$ cat config.mk
export PLATFORM = sky130hd
export DESIGN_NAME = sim_run_ctrl
export DESIGN_NICKNAME = d
export VERILOG_FILES = /design/src/rtl/sim_run_ctrl.sv
export SDC_FILE = /design/constraint.sdc
export NUM_CORES = 1
export LEC_CHECK = 0
export ABC_AREA = 1
export CAP_MARGIN = 20
export CELL_PAD_IN_SITES_DETAIL_PLACEMENT = 1
export CELL_PAD_IN_SITES_GLOBAL_PLACEMENT = 1
export CORE_ASPECT_RATIO = 0.6
export CORE_UTILIZATION = 30
export CTS_BUF_LIST = sky130_fd_sc_hd__clkbuf_4 sky130_fd_sc_hd__clkbuf_8
export CTS_CLUSTER_SIZE = 12
export DETAILED_ROUTE_END_ITERATION = 10
export MAX_ROUTING_LAYER = met4
export PLACE_DENSITY_LB_ADDON = 0.15
export SETUP_SLACK_MARGIN = 0.15
export SLEW_MARGIN = 0
export SYNTH_ARGS = -nofsm -noshare
export SYNTH_HDL_FRONTEND = slang
export SYNTH_SLANG_ARGS = --single-unit
$ cat constraint.sdc
create_clock -name clock -period 3.1 [get_ports clock]
set_input_delay 0.465 -clock clock [delete_from_list [all_inputs] [get_ports clock]]
set_output_delay 0.465 -clock clock [all_outputs]
set_load 0.005 [all_outputs]
$ cat src/rtl/sim_run_ctrl.sv
// rtl/sim_run_ctrl.sv - run controller: DUT reset/init sequencing, cycle/commit counting, exit decode
// Finish is sticky until the asynchronous controller reset is asserted again.
module sim_run_ctrl #(
  parameter int NUM_CORES    = 1,
  parameter int CYCLE_W      = 64,
  parameter int CODE_W       = 8,
  parameter int RESET_CYCLES = 50,
  parameter int WDOG_CYCLES  = 5000,
  parameter int CORE_W       = (NUM_CORES > 1) ? $clog2(NUM_CORES) : 1
) (
  input  logic                        clock,
  input  logic                        reset,
  output logic                        dut_reset,
  output logic                        init_req,
  input  logic                        init_ack,
  input  logic [CYCLE_W-1:0]          max_cycles,
  input  logic [NUM_CORES-1:0]        commit_valid,
  input  logic [NUM_CORES-1:0]        trap_valid,
  input  logic [NUM_CORES*CODE_W-1:0] trap_code,
  input  logic                        diff_err,
  output logic                        finish,
  output logic [2:0]                  exit_cause,
  output logic [CORE_W-1:0]           exit_core,
  output logic [CODE_W-1:0]           exit_code,
  output logic [CYCLE_W-1:0]          cycle_cnt,
  output logic [CYCLE_W-1:0]          instr_cnt
);

  localparam int HOLD_W = (RESET_CYCLES > 1) ? $clog2(RESET_CYCLES) : 1;
  localparam int WDOG_W = (WDOG_CYCLES > 0) ? $clog2(WDOG_CYCLES + 1) : 1;

  localparam logic [2:0] CAUSE_NONE  = 3'd0;
  localparam logic [2:0] CAUSE_GOOD  = 3'd1;
  localparam logic [2:0] CAUSE_BAD   = 3'd2;
  localparam logic [2:0] CAUSE_DIFF  = 3'd3;
  localparam logic [2:0] CAUSE_LIMIT = 3'd4;
  localparam logic [2:0] CAUSE_WDOG  = 3'd5;

  typedef enum logic [1:0] {S_HOLD, S_INIT, S_RUN, S_DONE} state_t;

  state_t              state_q, state_d;
  logic [HOLD_W-1:0]   hold_cnt_q, hold_cnt_d;
  logic [WDOG_W-1:0]   wdog_q, wdog_d;
  logic [CYCLE_W-1:0]  limit_q, limit_d;
  logic [CYCLE_W-1:0]  cycle_cnt_q, cycle_cnt_d;
  logic [CYCLE_W-1:0]  instr_cnt_q, instr_cnt_d;
  logic                dut_reset_q, dut_reset_d;
  logic                init_req_q, init_req_d;
  logic                finish_q, finish_d;
  logic [2:0]          exit_cause_q, exit_cause_d;
  logic [CORE_W-1:0]   exit_core_q, exit_core_d;
  logic [CODE_W-1:0]   exit_code_q, exit_code_d;

  logic [CYCLE_W-1:0]  commit_cnt;
  logic [CORE_W-1:0]   trap_sel;
  logic [CODE_W-1:0]   trap_code_sel;
  logic [2:0]          cause;

  always_comb begin
    commit_cnt    = '0;
    trap_sel      = '0;
    trap_code_sel = '0;
    for (int i = 0; i < NUM_CORES; i++) begin
      commit_cnt = commit_cnt + CYCLE_W'(commit_valid[i]);
    end
    // Descending scan so the lowest-index trapping core is the last writer.
    for (int i = NUM_CORES - 1; i >= 0; i--) begin
      if (trap_valid[i]) begin
        trap_sel      = CORE_W'(i);
        trap_code_sel = trap_code[i*CODE_W +: CODE_W];
      end
    end

    state_d      = state_q;
    hold_cnt_d   = hold_cnt_q;
    wdog_d       = wdog_q;
    limit_d      = limit_q;
    cycle_cnt_d  = cycle_cnt_q;
    instr_cnt_d  = instr_cnt_q;
    dut_reset_d  = dut_reset_q;
    init_req_d   = init_req_q;
    finish_d     = finish_q;
    exit_cause_d = exit_cause_q;
    exit_core_d  = exit_core_q;
    exit_code_d  = exit_code_q;
    cause        = CAUSE_NONE;

    case (state_q)
      S_HOLD: begin
        if (hold_cnt_q == HOLD_W'(RESET_CYCLES - 1)) begin
          state_d     = S_INIT;
          dut_reset_d = 1'b0;
          init_req_d  = 1'b1;
        end else begin
          hold_cnt_d = hold_cnt_q + HOLD_W'(1);
        end
      end
      S_INIT: begin
        if (init_ack) begin
          init_req_d = 1'b0;
          limit_d    = max_cycles;
          state_d    = S_RUN;
        end
      end
      S_RUN: begin
        cycle_cnt_d = cycle_cnt_q + CYCLE_W'(1);
        instr_cnt_d = instr_cnt_q + commit_cnt;
        wdog_d      = (|commit_valid) ? '0 : wdog_q + WDOG_W'(1);

        if (diff_err) begin
          cause = CAUSE_DIFF;
        end else if (|trap_valid) begin
          cause       = (trap_code_sel == '0) ? CAUSE_GOOD : CAUSE_BAD;
          exit_core_d = trap_sel;
          exit_code_d = trap_code_sel;
        end else if ((WDOG_CYCLES != 0) && (wdog_d == WDOG_W'(WDOG_CYCLES))) begin
          cause = CAUSE_WDOG;
        end else if ((limit_q != '0) && (cycle_cnt_d == limit_q)) begin
          cause = CAUSE_LIMIT;
        end

        if (cause != CAUSE_NONE) begin
          state_d      = S_DONE;
          finish_d     = 1'b1;
          exit_cause_d = cause;
        end
      end
      default: ;
    endcase
  end

  always_ff @(posedge clock or negedge reset) begin
    if (!reset) begin
      state_q      <= S_HOLD;
      hold_cnt_q   <= '0;
      wdog_q       <= '0;
      limit_q      <= '0;
      cycle_cnt_q  <= '0;
      instr_cnt_q  <= '0;
      dut_reset_q  <= 1'b1;
      init_req_q   <= 1'b0;
      finish_q     <= 1'b0;
      exit_cause_q <= CAUSE_NONE;
      exit_core_q  <= '0;
      exit_code_q  <= '0;
    end else begin
      state_q      <= state_d;
      hold_cnt_q   <= hold_cnt_d;
      wdog_q       <= wdog_d;
      limit_q      <= limit_d;
      cycle_cnt_q  <= cycle_cnt_d;
      instr_cnt_q  <= instr_cnt_d;
      dut_reset_q  <= dut_reset_d;
      init_req_q   <= init_req_d;
      finish_q     <= finish_d;
      exit_cause_q <= exit_cause_d;
      exit_core_q  <= exit_core_d;
      exit_code_q  <= exit_code_d;
    end
  end

  assign dut_reset  = dut_reset_q;
  assign init_req   = init_req_q;
  assign finish     = finish_q;
  assign exit_cause = exit_cause_q;
  assign exit_core  = exit_core_q;
  assign exit_code  = exit_code_q;
  assign cycle_cnt  = cycle_cnt_q;
  assign instr_cnt  = instr_cnt_q;

endmodule

# Word level (Yosys, flattened, before mapping)
# Cells that the tools add are included.
word_totals:
  register_bits: 227
  wordCells: 54
classes:
  n_addsub: 4
  eq_ne: 8
  n_mux: 15
  bitwise_logic: 2
  n_reduce_logical: 14
op_table:
  columns: ["op", "count"]
  rows:
  - ["$add A64 B1 Y64", 1]
  - ["$add A64 B1 Y64 const B", 1]
  - ["$eq A64 B64 Y1", 1]
  - ["$reduce_bool A64 Y1", 1]
  - ["$mux W3", 5]
  - ["$add A13 B1 Y13 const B", 1]
  - ["$eq A13 B13 Y1 const B", 1]
  - ["$mux W13", 1]
  - ["$logic_not A8 Y1", 1]
  - ["$mux W2", 4]
  - ["$mux W8", 1]
  - ["$reduce_and A2 Y1", 4]
  - ["$add A6 B1 Y6 const B", 1]
  - ["$eq A6 B6 Y1 const B", 1]
  - ["$ne A2 B2 Y1 const B", 3]
  - ["$pmux W2 S3", 1]
  - ["$reduce_and A3 Y1", 2]
  - ["$reduce_bool A3 Y1", 2]
  - ["$reduce_and A4 Y1", 1]
  - ["$eq A2 B1 Y1 const B", 1]
  - ["$eq A2 B2 Y1 const B", 1]
  - ["$logic_not A2 Y1", 1]
  - ["$mux W1", 2]
  - ["$not A1 Y1", 2]
  - ["3 further kinds", 3]

# Depth between registers and ports, before layout
# Gate-level depths: netlist of run 1.
logic_depth:
  ltp_word: 11
  mapped_depth: 20

# Worst setup path after synthesis of run 1
# Ideal clock, no wire load.
synth_timing:
  path_kind: "in2reg"
  start: "input commit_valid"
  end: "register instr_cnt_q[58], in the netlist instr_cnt[58]"
  setup_ns: 0.124
  arrival_time_ns: 2.319
  path_slack_ns: 0.657
  stages: 18
  cell_sequence: "ha_1 > ha_1 > nand2_1 > nor2_1 > nand2_1 > nor2_2 > inv_2 > nor2_2 > nand2_1 > inv_1 > nand2_1 > inv_1 > nand2_1 > nor2_1 > inv_1 > nor2_1 > nand4_1 > xnor2_1"
synth_via:
  elab_chain_cells: 1
synth_lines:
  columns: ["item", "line_no", "text"]
  rows:
  - ["from (decl)", "17", "input logic [NUM_CORES-1:0] commit_valid,"]
  - ["$add A64 B1 Y64", "107", "instr_cnt_d = instr_cnt_q + commit_cnt;"]
  - ["to (signal assigned)", "152", "instr_cnt_q <= instr_cnt_d;"]
  - ["to (decl)", "46", "logic [CYCLE_W-1:0] instr_cnt_q, instr_cnt_d;"]
# No other way between the ends.
# A chain may end at the register's enable or synchronous reset.

# Final worst setup path of run 1
layout_timing:
  start: "register cycle_cnt_q[1], in the netlist cycle_cnt[1]"
  end: "register exit_cause_q[0], in the netlist exit_cause[0]"
layout_via:
  elab_chain_cells: 10
layout_lines:
  columns: ["item", "line_no", "text"]
  rows:
  - ["from (decl)", "45", "logic [CYCLE_W-1:0] cycle_cnt_q, cycle_cnt_d;"]
  - ["from (signal assigned)", "151", "cycle_cnt_q <= cycle_cnt_d;"]
  - ["$add A64 B1 Y64", "106", "cycle_cnt_d = cycle_cnt_q + CYCLE_W'(1);"]
  - ["$eq A64 B64 Y1", "118", "end else if ((limit_q != '0) && (cycle_cnt_d == limit_q)) begin"]
  - ["$logic_and A1 B1 Y1", "118", null]
  - ["$mux W3", "118", null]
  - ["$mux W3", "116", "end else if ((WDOG_CYCLES != 0) && (wdog_d == WDOG_W'(WDOG_CYCLES))) begin"]
  - ["$mux W3", "112", "end else if (|trap_valid) begin"]
  - ["$mux W3", "110", "if (diff_err) begin"]
  - ["$mux W3", "88", "case (state_q)"]
  - ["$reduce_bool A3 Y1", "122", "if (cause != CAUSE_NONE) begin"]
  - ["$reduce_and A2 Y1 (no line)", null, null]
  - ["to (signal assigned)", "156", "exit_cause_q <= exit_cause_d;"]
  - ["to (decl)", "50", "logic [2:0] exit_cause_q, exit_cause_d;"]
# No other way between the ends. The select of a mux whose other input is x is not followed.

==> results.md, run 1 <==
- Vias in the first global route: 14800
- Synthesized area per cell: about 7.1 µm²
- Worst ir drop on vdd: roughly 310 µV
- Area of the multi-input gates: 7410 µm²
- Largest area contributor in the netlist: dfrtp_1
- Worst Path Required: 3530 ps
- Critical path peak fanout: 5
- DRT antenna net count: 0
- Layout cells sized above 1: 0.187
- Asr flop ratio synth: 1.00
- Finished Layout Cells: slightly below 3000
- Routed vias: 14500
- Drt wl/cell: roughly 19 µm
- I/O Pins: ~220
- RSZ-0062 raised after global routing: true
- CTS root buf: clkbuf_8
- Max Slew Vio Count: 0
- Die height: between 150 and 200 µm
- Synthesized Nets: roughly 2000
- Core Area: 44000 µm²
- Largest stage delay, worst path: approximately 360 ps
- Synthesized instance count: 1919
- Sink Count: 227
- Clock-pin slew on the worst setup and hold paths: about 60 ps
- P&R area growth vs syn: 42.5%
- RR Startpoint: cycle_cnt[1]
- Clock buffer depth: 3
- Sequential share of the synthesized area: 0.418
- R2R Path End: exit_cause[0]
- Count leader, synth: nand2_1
- 1st-iter DRT viols: 893
- Placer Congestion: roughly 0.95
- Final setup violation count: 0
- Ys Warns: 0
- Grt ovf: 0
- Final Hold Vio Count: 0
- Post-Layout Inst Area: approximately 19000 µm²
- CP max stage cell: dfrtp_1
- Worst slew margin: 0.299
- Worst path top cell family by delay: simple AND/OR/NAND/NOR gates
- Netlist cell types: 39
- Maxcap violations: 0
- Cell area after synthesis: ~14000 µm²
- Post-synth top cells: 564 x nand2_1, 294 x nor2_1, 228 x inv_1
- Ys flop type: dfrtp_1
- Status: complete, no violations
- CTS Buf Count: 41
- Pin count of the biggest net entering global routing: around 100
- N_diodes: 0
- # placed instances: roughly 2900
- CP Depth: 16
- Reg area: ~5700 µm²
- Setup CP Type: reg -> reg
- Power per cell area: about 320 nW/µm²
- FILL cells: ~5500
- Yosys reg bits: roughly 230
- Final worst path period share: 0.918
- Clock skew: between 30 and 40 ps
- Post-synth EDFFs: 0
- Hpwl dp: 45.6 mm
- Port Buffers: about 220
- FF-to-FF path depth: 16
- Row cnt: slightly below 60
- CP startpoint kind: flop
- WP buf/inv: 2
- Htree depth: 2
- Hold WC Path Type: in -> async
- Placed inst area: 17800 µm²
- Top cells by area, synth: dfrtp_1 42%, nand2_1 16%, nor2_1 8.1%
- CP most frequent cell: nand2_4
- Worst slew pin tran: 1050 ps
- Overall Global Routing Usage: 0.253
- Wirelength, routed: about 57 mm
- Initial antenna violation count: 0
- Pleak: a little under 9 nW
- Vias per cell: 4.90
- Die width: roughly 280 µm
- DRC Markers: 0
- Worst setup EP type: flop
- Fin Hold WS: about 450 ps
- Effective utilization at floorplan: 0.309
- Data arrival, critical path: 3280 ps
- CP cell instances: ha_2, nand2_2, nor2_4, nand2_4, inv_1, nand3_1, xnor3_1, nor2_1, nand3_2, nor2_2, nand3_2, buf_6, nand2_4, nand2_4, nand2_2, o21ai_1
- FF-to-FF setup slack: around 260 ps
- CTS tree: done
- Nets: between 2000 and 2500
- Drt first pass iters: 5
- Clk_lat worst skew: 580 ps
- First-pass GRT wire length: roughly 88 mm
- Max Freq: about 0.35 GHz
- Yosys top cell area share: 0.416
- Die footprint: between 40000 and 50000 µm²
- Post-layout min period: 2840 ps
-- per-stage QoR --
step	total power (W)	TNS [ps]	utilization	setup WS [ps]
after floorplan	0.00303	0	-	657
after global placement	0.00321	-2440	0.406	-315
after detailed placement	0.00322	-3840	0.406	-372
after CTS	0.00633	0	0.427	150
after global routing	0.00648	0	0.440	114
final	0.00622	0	0.440	255
-- registers in the layout (all words and copies together), names as in the netlist --
register,flops
exit_code,8
limit_q,64
cycle_cnt,64
instr_cnt,64
hold_cnt_q,6
state_q,2
wdog_q,13
finish,1
init_req,1
dut_reset,1
exit_cause,3
-- routing by layer --
metal | up-vias | share of wire | global-route usage
met5 | - | 0 | -
met4 | 0 | 0.014 | 0.0454
met3 | 57 | 0.061 | 0.0516
met2 | 321 | 0.41 | 0.349
met1 | 7120 | 0.52 | 0.378
li1 | 6967 | - | -
-- cells in the final DEF, fill, tap and decap left out, types with 4 or more instances in the layout --
cell	count
xnor3_1	7
nor4_1	16
xor2_1	66
o21bai_1	4
buf_12	9
nand2_1	523
buf_6	4
dfrtp_2	12
nand3_1	136
buf_4	186
nor2_2	46
clkbuf_8	49
a21oi_1	64
nand3_2	7
inv_1	226
mux2_2	13
nor2_4	26
dfrtp_1	214
nor3_1	36
clkbuf_4	13
clkdlybuf4s50_1	218
o21ai_1	13
nor2_1	238
nand4_1	43
nand2_4	10
xnor2_1	17
nand2_2	39
ha_1	7
clkinv_2	5
o21ai_0	84
-- power breakdown --
| group | switching [W] | internal, W | total [W] | leakage (nW) |
|---|---|---|---|---|
| sequential | 0.000000365 | 0.00296 | 0.00296 | 2.64 |
| combinational | 0.0000938 | 0.000102 | 0.000196 | 5.81 |
| clock | 0.00139 | 0.00166 | 0.00306 | 0.446 |
-- worst reg2reg max path, stage by stage, from the launching register on --
cell and delay (ps):
dfrtp_1 360, ha_2 200, nand2_2 80, nor2_4 200, nand2_4 110, inv_1 190
nand3_1 320, xnor3_1 300, nor2_1 120, nand3_2 150, nor2_2 150, nand3_2 90
buf_6 150, nand2_4 70, nand2_4 60, nand2_2 100, o21ai_1 60
-- what timing repair did --
item                                   in CTS  in global routing
setup buffers                               3                 15
endpoints found under the hold margin      68                  0
setup endpoints to repair                   6                 15
resized for setup                          20                149
hold buffers                                1                  0
pin swaps                                   6                 34
-- layout make-up --
| class | count | area share |
|---|---|---|
| multi-input combinational | 1429 | 0.383 |
| sequential | 227 | 0.294 |
| timing repair buffer | 419 | 0.198 |
| inverter | 231 | 0.0449 |
| clock buffer | 62 | 0.0399 |
| tap | 579 | 0.0374 |
| clock inverter | 7 | 0.00323 |
-- how the worst max path moves through the flow --
stage / start / endpoint / slack [ps]
after global routing: cycle_cnt[17] / state_q[0] / 110
after global placement: commit_valid / instr_cnt[62] / -310
after floorplan: commit_valid / instr_cnt[58] / 660
after CTS: cycle_cnt[18] / state_q[1] / 150
after detailed placement: commit_valid / instr_cnt[62] / -370
final: cycle_cnt[1] / exit_cause[0] / 260
-- kinds of logic after synthesis --
| logic type | count (synthesis) | share of synthesized area |
|---|---|---|
| AOI/OAI and AO/OA | 178 | 0.0678 |
| xor gates and xnor gates | 92 | 0.0686 |
| adders and majority gates | 10 | 0.00921 |
| buffers and inverters | 263 | 0.0730 |
| DFF | 227 | 0.418 |
| muxes | 13 | 0.0108 |
| other | 1 | 0.000276 |
| and+or+nand+nor | 1135 | 0.352 |
No activity file was read; power rests on OpenSTA's default activity.
==> inputs of run 2 (changes only) <==
--- a/config.mk
+++ b/config.mk
@@ -16,6 +16,7 @@
 export DETAILED_ROUTE_END_ITERATION = 10
 export MAX_ROUTING_LAYER = met4
 export PLACE_DENSITY_LB_ADDON = 0.15
+export REMOVE_ABC_BUFFERS = 1
 export SETUP_SLACK_MARGIN = 0.15
 export SLEW_MARGIN = 0
 export SYNTH_ARGS = -nofsm -noshare
==> run 2 against run 1 <==
- register-to-register slack worse by 40 ps
- via count fell by 1.3%
- sequential share of layout area grew 1.0 points
- clock-buffer cell count decreased by 1
- cell area is 3.3% lower
- non-clock buffer count fell by 48
- sequential power is essentially flat
- largest cell class unchanged
==> results.md, run 2 (synthesis results as in run 1) <==
- Status: complete, no violations (unchanged)
- RR Startpoint: cycle_cnt[9] (was cycle_cnt[1])
- Worst ir drop on vdd: 306 µV (about the same)
- Layout cells sized above 1: 0.141 (was 0.187)
- Final Hold Vio Count: 0 (unchanged)
- Worst slew margin: 0.230 (was 0.299)
- CP cell instances: nand2_1, nor2_2, nand2_1, nor2_4, nand2_2, o21bai_1, nand2_1, nand2_1, nand3_1, nor2_1, buf_4, nand2_1, nor2_2, nand3_2, nand2_2, nand2_4, nand2_2, o21ai_1 (was ha_2, nand2_2, nor2_4, nand2_4, inv_1, nand3_1, xnor3_1, nor2_1, nand3_2, nor2_2, nand3_2, buf_6, nand2_4, nand2_4, nand2_2, o21ai_1)
- CTS Buf Count: 41 (unchanged)
- I/O Pins: 221 (unchanged)
- DRC Markers: 0 (unchanged)
- Placer Congestion: 0.947 (was 0.954)
- Maxcap violations: 0 (unchanged)
- Fin Hold WS: 452 ps (was 453 ps)
- Setup CP Type: reg -> reg (unchanged)
- CP max stage cell: dfrtp_1 (unchanged)
- Clock skew: 31.2 ps (was 31.8 ps)
- Post-layout min period: 2880 ps (was 2840 ps)
- CTS tree: done (unchanged)
- Worst setup EP type: flop (unchanged)
- CP most frequent cell: nand2_1 (was nand2_4)
- Die footprint: 46200 µm² (unchanged)
- Largest stage delay, worst path: 440 ps (was 360 ps)
- First-pass GRT wire length: 87.5 mm (was 87.8 mm)
- Worst slew pin tran: 1150 ps (was 1050 ps)
- FF-to-FF setup slack: 220 ps (was 260 ps)
- Clock buffer depth: 3 (unchanged)
- Die height: 167 µm (unchanged)
- Power per cell area: 334 nW/µm² (was 321 nW/µm²)
- R2R Path End: exit_cause[1] (was exit_cause[0])
- Row cnt: 59 (unchanged)
- 1st-iter DRT viols: 1151 (was 893)
- RSZ-0062 raised after global routing: true (unchanged)
- Vias per cell: 4.91 (was 4.90)
- Most common cell after layout, fill and taps aside: nand2_1 (unchanged)
- Hpwl dp: 46.0 mm (was 45.6 mm)
- Finished Layout Cells: 2906 (was 2954)
- Core Area: 44000 µm² (unchanged)
- DRT antenna net count: 0 (unchanged)
- Die width: 277 µm (unchanged)
- Drt first pass iters: 5 (unchanged)
- Effective utilization at floorplan: 0.309 (unchanged)
- Sink Count: 227 (unchanged)
- Wirelength, routed: 57.3 mm (was 56.9 mm)
- Util after Layout: 0.426 (was 0.440)
- Overall Global Routing Usage: 0.256 (was 0.253)
- Setup TNS: 0 ps (unchanged)
- Commonest cells after routing, fill and taps aside: 549 x nand2_1, 268 x nor2_1, 227 x inv_1 (was 523 x nand2_1, 238 x nor2_1, 226 x inv_1)
- Port Buffers: 219 (unchanged)
- Pleak: 8.53 nW (was 8.90 nW)
- Max Slew Vio Count: 0 (unchanged)
- Data arrival, critical path: 3330 ps (was 3280 ps)
- Critical path peak fanout: 5 (unchanged)
- Worst Setup SP: cycle_cnt[9] (was cycle_cnt[1])
- Grt ovf: 0 (unchanged)
- Drt wl/cell: 19.7 µm (was 19.3 µm)
- Max Freq: 0.347 GHz (was 0.352 GHz)
- Final worst path period share: 0.930 (was 0.918)
- Clk_lat worst skew: 570 ps (was 580 ps)
- Worst Path Required: 3550 ps (was 3530 ps)
- Pin count of the biggest net entering global routing: 101 (unchanged)
- Hold WC Path Type: in -> async (unchanged)
- CP startpoint kind: flop (unchanged)
- Clock-pin slew on the worst setup and hold paths: 70 ps (was 60 ps)
- Initial antenna violation count: 1 (was 0)
- CTS root buf: clkbuf_8 (unchanged)
- Nets: 2389 (was 2437)
- # placed instances: 2828 (was 2866)
- FF-to-FF path depth: 18 (was 16)
- Routed vias: 14300 (was 14500)
- P&R area growth vs syn: 37.8% (was 42.5%)
- Htree depth: 2 (unchanged)
- Final setup violation count: 0 (unchanged)
- Vias in the first global route: 14300 (was 14800)
-- run 2: cell count changes in the layout (fill, tap and decap cells not counted), moves of 7 or more --
cell / previous run / this run
buf_4: 186 / 144
nand2_1: 523 / 549
nand2_2: 39 / 20
nand2_4: 10 / 3
nor2_1: 238 / 268
nor2_2: 46 / 28
nor2_4: 26 / 14
-- run 2: critical path: cells and delay by family, from the launching register on --
family	cells	cell delay, ps
and+or+nand+nor	15	1900
DFF	1	440
AOI/OAI and AO/OA	2	270
buffers and inverters	1	170
-- run 2: final cells by class --
class                           count  area (µm²)
Antenna cell                        1        2.50
Inverter                          231         867
Timing Repair Buffer              371        3420
Sequential cell                   227        5700
Tap cell                          579         724
Multi-Input combinational cell   1429        7160
Fill cell                        5484       25300
Clock inverter                      7        87.6
Clock buffer                       61         764
-- run 2: per-stage QoR --
stage / worst slack, ps / total power, W / cell area, µm²
global route: 84.5 / 0.00649 / 18700
floorplan: -1520 / 0.00303 / 13500
global placement: -312 / 0.00321 / 17500
CTS: 161 / 0.00635 / 18400
finish: 218 / 0.00625 / 18700
detailed placement: -345 / 0.00321 / 17500
-- run 2: per-layer routing --
layer / wire length, µm / track usage
met2: 21900 / 0.332
met4: 786 / 0.0428
met5: 0 / -
met1: 30700 / 0.402
met3: 3940 / 0.0494
-- run 2: power breakdown --
| part | leakage, nW | switching [W] | internal (W) |
|---|---|---|---|
| clock | 0.452 | 0.00137 | 0.00173 |
| sequential | 2.64 | 0.000000279 | 0.00296 |
| combinational | 5.44 | 0.0000921 | 0.0000981 |
| total | 8.53 | 0.00146 | 0.00479 |
-- run 2: worst max-delay path by stage --
stage	cells after the start	to	slack, ps
floorplan	12	instr_cnt[59]	-1520
global placement	18	instr_cnt[62]	-310
detailed placement	18	instr_cnt[62]	-340
CTS	18	state_q[0]	160
global route	17	exit_cause[1]	80
finish	18	exit_cause[1]	220
-- run 2: repair_timing --
action                                  4_1_cts  5_1_grt
cloned                                        0        0
pin swaps                                     1       23
buffers inserted                              1        7
hold endpoints to repair                     59        0
endpoints found under the setup margin        6       13
hold buffers                                  1        0
resized for setup                             7       72
